--- src/rtl/countdown_timer_if.sv ---
// rtl/countdown_timer_if.sv - load handshake bundle for countdown_timer
interface countdown_timer_if #(
    parameter int Bits = 8
);
    logic            load_valid_i;
    logic            load_ready_o;
    logic [Bits-1:0] load_val_i;

    modport master (
        output load_valid_i,
        output load_val_i,
        input  load_ready_o
    );

    modport slave (
        input  load_valid_i,
        input  load_val_i,
        output load_ready_o
    );
endinterface

--- src/rtl/countdown_timer.sv ---
// rtl/countdown_timer.sv - loadable down-counter with abort, done pulse and auto-reload
module countdown_timer #(
    parameter int Bits = 8
) (
    input  logic            clk_i,
    input  logic            rst_ni,
    input  logic            en_i,
    input  logic            abort_i,
    input  logic            auto_reload_i,
    countdown_timer_if.slave load_if,
    output logic [Bits-1:0] count_o,
    output logic            busy_o,
    output logic            done_o
);
    typedef enum logic [1:0] {
        S_IDLE = 2'd0,
        S_RUN  = 2'd1,
        S_DONE = 2'd2
    } state_t;

    state_t          r_state;
    state_t          w_state_nxt;
    logic [Bits-1:0] r_count;
    logic [Bits-1:0] w_count_nxt;
    logic [Bits-1:0] r_reload;
    logic [Bits-1:0] w_reload_nxt;
    logic            w_xfer;
    logic            w_ready;

    assign w_xfer  = load_if.load_valid_i & w_ready;
    assign count_o = r_count;
    assign load_if.load_ready_o = w_ready;

    always_ff @(posedge clk_i or negedge rst_ni) begin
        if (!rst_ni) begin
            r_state  <= S_IDLE;
            r_count  <= '0;
            r_reload <= '0;
        end else begin
            r_state  <= w_state_nxt;
            r_count  <= w_count_nxt;
            r_reload <= w_reload_nxt;
        end
    end

    always_comb begin
        w_state_nxt  = r_state;
        w_count_nxt  = r_count;
        w_reload_nxt = r_reload;
        if (w_xfer) begin
            w_reload_nxt = load_if.load_val_i;
        end
        case (r_state)
            S_IDLE: begin
                if (w_xfer) begin
                    w_count_nxt = load_if.load_val_i;
                    w_state_nxt = (load_if.load_val_i != '0) ? S_RUN : S_DONE;
                end
            end
            S_RUN: begin
                // abort outranks enable; the count stops at 1 -> 0 so it can never wrap
                if (abort_i) begin
                    w_count_nxt = '0;
                    w_state_nxt = S_IDLE;
                end else if (en_i) begin
                    if (r_count > Bits'(1)) begin
                        w_count_nxt = r_count - Bits'(1);
                    end else begin
                        w_count_nxt = '0;
                        w_state_nxt = S_DONE;
                    end
                end
            end
            S_DONE: begin
                if (w_xfer) begin
                    w_count_nxt = load_if.load_val_i;
                    w_state_nxt = (load_if.load_val_i != '0) ? S_RUN : S_DONE;
                end else if (auto_reload_i) begin
                    w_count_nxt = r_reload;
                    w_state_nxt = (r_reload != '0) ? S_RUN : S_DONE;
                end else begin
                    w_count_nxt = '0;
                    w_state_nxt = S_IDLE;
                end
            end
            default: begin
                w_count_nxt = '0;
                w_state_nxt = S_IDLE;
            end
        endcase
    end

    always_comb begin
        busy_o  = 1'b0;
        done_o  = 1'b0;
        w_ready = 1'b1;
        case (r_state)
            S_RUN: begin
                busy_o  = 1'b1;
                w_ready = 1'b0;
            end
            S_DONE: begin
                done_o = 1'b1;
            end
            default: begin
                busy_o  = 1'b0;
                done_o  = 1'b0;
                w_ready = 1'b1;
            end
        endcase
    end
endmodule

--- src/flat_wrapper.sv ---
// flat-port wrapper written by rule: the top's interface ports become plain ports
module countdown_timer_flat 
#(
    parameter int Bits = 8
)
  (clk_i, rst_ni, en_i, abort_i, auto_reload_i, count_o, busy_o, done_o, load_if_load_valid_i, load_if_load_val_i, load_if_load_ready_o);
  countdown_timer_if #(.Bits(Bits)) load_if_i ();
  input  logic clk_i;
  input  logic rst_ni;
  input  logic en_i;
  input  logic abort_i;
  input  logic auto_reload_i;
  output logic [Bits-1:0] count_o;
  output logic busy_o;
  output logic done_o;
  input wire logic [$bits(load_if_i.load_valid_i)-1:0] load_if_load_valid_i;
  input wire logic [$bits(load_if_i.load_val_i)-1:0] load_if_load_val_i;
  output wire logic [$bits(load_if_i.load_ready_o)-1:0] load_if_load_ready_o;
  assign load_if_i.load_valid_i = load_if_load_valid_i;
  assign load_if_i.load_val_i = load_if_load_val_i;
  assign load_if_load_ready_o = load_if_i.load_ready_o;
  countdown_timer #(.Bits(Bits)) u_core (.clk_i(clk_i), .rst_ni(rst_ni), .en_i(en_i), .abort_i(abort_i), .auto_reload_i(auto_reload_i), .load_if(load_if_i), .count_o(count_o), .busy_o(busy_o), .done_o(done_o));
endmodule
--- config.mk ---
export PLATFORM = sky130hd
export DESIGN_NAME = countdown_timer_flat
export DESIGN_NICKNAME = d
export VERILOG_FILES = /design/src/rtl/countdown_timer_if.sv /design/src/rtl/countdown_timer.sv /design/src/flat_wrapper.sv
export SDC_FILE = /design/constraint.sdc
export NUM_CORES = 1
export LEC_CHECK = 0
export CAP_MARGIN = 10
export CORE_MARGIN = 2
export CORE_UTILIZATION = 31
export DETAILED_ROUTE_END_ITERATION = 12
export GPL_TIMING_DRIVEN = 0
export PLACE_DENSITY = 0.53
export SKIP_CTS_REPAIR_TIMING = 1
export SLEW_MARGIN = 20
export SYNTH_ARGS = -nofsm -noshare
export SYNTH_HDL_FRONTEND = slang
export SYNTH_SLANG_ARGS = --single-unit
export TNS_END_PERCENT = 20
--- constraint.sdc ---
create_clock -name clk_i -period 3.65 [get_ports clk_i]
set_clock_uncertainty 0.2 [all_clocks]
set_input_delay 0.73 -clock clk_i [delete_from_list [all_inputs] [get_ports clk_i]]
set_output_delay 0.73 -clock clk_i [all_outputs]
set_load 0.05 [all_outputs]
==> out/qor.csv <==
metric;value;unit
final_net_count;165;
hold_path_class;register to register;
path_clk_slew;0.08;ns
power.density;850;nW/um^2
grtUsageTotal;16.6;%
outcome;finished, final reports clean;
r2r-end;u_core.count_o[3];
core;3630;um^2
ant_nets;0;
ir_drop;0.000242;V
hold_violations;0;
crit_type;register to output pin;
cp_cell_sequence;clkbuf_1 > clkbuf_1 > nor2b_1 > clkdlybuf4s50_1;
vias;1080;
dr.pass1.iters;4;
drt_drc_violations_left;0;
n_antenna_cell;0;
fin_crit_sh;82.3;%
die_y;65.1;um
ys_types;38;
synth_edf_count;0;
cts_buffers;3;
dieWidth;65.1;um
port_buffers;24;
critPathMaxStageDelay;0.72;ns
leakagePower;0.595;nW
max_cap_viol_count;0;
drive_gt1_share;12.8;%
synth-main-ff-cell;dfrtp_1;
place_congestion;0.865;
wl_met2;1410;um
utilization;41.7;%
grt_pass1_vias;1083;
required;2.72;ns
hold-path-endpoint;u_core.r_reload[5];
max_freq;0.333;GHz
io_pins;25;
hold_depth;1;
highest-signal-layer;met4;
syn_nets;136;
root_buffer;clkbuf_8;
layout_min_cycle_time;3.01;ns
hold_start;u_core.r_reload[5];
crit_path_frequent_cell;clkbuf_1;
arrival;2.08;ns
clockBufferDepth;2;
cp-start-kind;register;
cts.htree.levels;1;
dieArea;4240;um^2
rsz0062_at_grt;false;
crit_slowest_cell;clkdlybuf4s50_1;
drt-total-wl;3050;um
setup_viol;0;
grt_pass1_wl;5380;um
cts.sinks;18;
place.detailed.hpwl;2310;um
tightest_slew;0.847;ns
vias_per_cell;5.51;
crit_path_end_kind;output pin;
worstSkewPairLatency;0.26;ns
antenna_found_initial;0;
start_util;31.9;%
yosys_warnings;0;
wl_per_cell;15.6;um
r2r_slack;1.47;ns
n_fill_cell;375;
synthCells;120;
dr_wl_met3;114;um
synth_seq_cells;18;
cts_tree;done;
grt_start_max_net_pins;19;
setup-tns-final;0;ns
async_reset_ff_share;100;%
wirelength_met1;1460;um
syn_area_per_cell;9.66;um^2
worstReg2RegStart;u_core.count_o[3];
slew_viol_final;0;
synthToLayoutAreaGrowth;30.7;%
relSlewSlack;43.4;%
synth_area;1160;um^2
yosysSeqAreaShare;38.9;%
grt_overflow_total;0;
drt-initial-drc-count;59;
rr_worst_depth;4;
rows;22;
critPathMaxFanout;10;
-- worst max-delay path, delay by kind of cell, from the launching register on --
family | cells | cell delay [ns]
flops | 1 | 0.32
simple gates | 1 | 0.10
buf+inv | 3 | 1.40
-- state kept, by name (all words and copies together), names as in the netlist --
register         count
u_core.r_reload      8
u_core.r_state       2
u_core.count_o       8
-- report_power, final --
| group | internal [mW] | total, mW | switching, mW |
|---|---|---|---|
| clock network | 0.0960 | 0.169 | 0.0733 |
| logic | 0.293 | 0.742 | 0.449 |
| registers | 0.287 | 0.376 | 0.0889 |
-- area by class of cell --
class	instances	area, um^2	share of cell area, %
tap	48	60.1	3.97
buffer	5	18.8	1.24
sequential	18	450	29.8
multi-input combinational	93	674	44.5
timing repair buffer	24	240	15.9
clock buffer	4	55.1	3.64
inverter	4	15.0	0.992
-- per-stage QoR --
step                instances  setup slack (ns)  power, mW  hold WS, ns  cell area, um^2
detailed placement        192             0.758       1.12        0.310             1460
finish                    196             0.645       1.29        0.328             1510
floorplan                 120              1.25      0.900        0.234             1160
global placement          192             0.785       1.11        0.307             1460
global route              196             0.533       1.38        0.356             1510
CTS                       196             0.648       1.30        0.329             1510
-- worst max-delay path by stage --
stage | cells past startpoint | end | slack [ns] | startpoint
CTS | 4 | done_o | 0.65 | u_core.r_state[0]
detailed placement | 5 | u_core.r_reload[7] | 0.76 | load_if_load_valid_i
global route | 4 | done_o | 0.53 | u_core.r_state[0]
floorplan | 6 | u_core.count_o[2] | 1.25 | u_core.r_state[0]
global placement | 5 | u_core.r_reload[7] | 0.79 | load_if_load_valid_i
finish | 4 | done_o | 0.64 | u_core.r_state[0]
-- cells in the mapped netlist, types with 3 or more instances --
cell type,n,area [um^2]
and4b_1,3,30.0
a21oi_1,9,45.0
clkbuf_1,5,18.8
nor3_1,5,25.0
o21ai_0,8,40.0
mux2_2,8,90.1
nand2_1,10,37.5
nor2_1,4,15.0
nand2b_1,5,31.3
dfrtp_1,18,450
o22ai_1,4,25.0
nand4b_1,3,26.3
inv_1,4,15.0
-- cells by family after synthesis --
group	after synthesis	synth area share (%)
compound gates	38	24.1
fa+ha+maj	2	2.16
buf+inv	9	2.92
flops	18	38.9
mux	8	7.78
simple gates	45	24.2
-- per-layer routing --
metal | up-vias | global-route usage, %
met5 | - | 0
met4 | 0 | 6.25
met3 | 6 | 3.94
met2 | 22 | 25.0
met1 | 527 | 23.0
li1 | 525 | -
-- layout by cell type, fill, tap and decap left out, drive strengths merged, types with 3 or more instances in the layout --
master	count
nand2	10
clkdlybuf4s50	24
nor3	5
nand2b	5
inv	4
clkbuf	9
and4b	3
or4	3
nand4b	3
o22ai	4
o21ai	9
nor3b	3
nor2	4
a21oi	9
dfrtp	18
mux2	8
(Power assumes the default switching activity.)
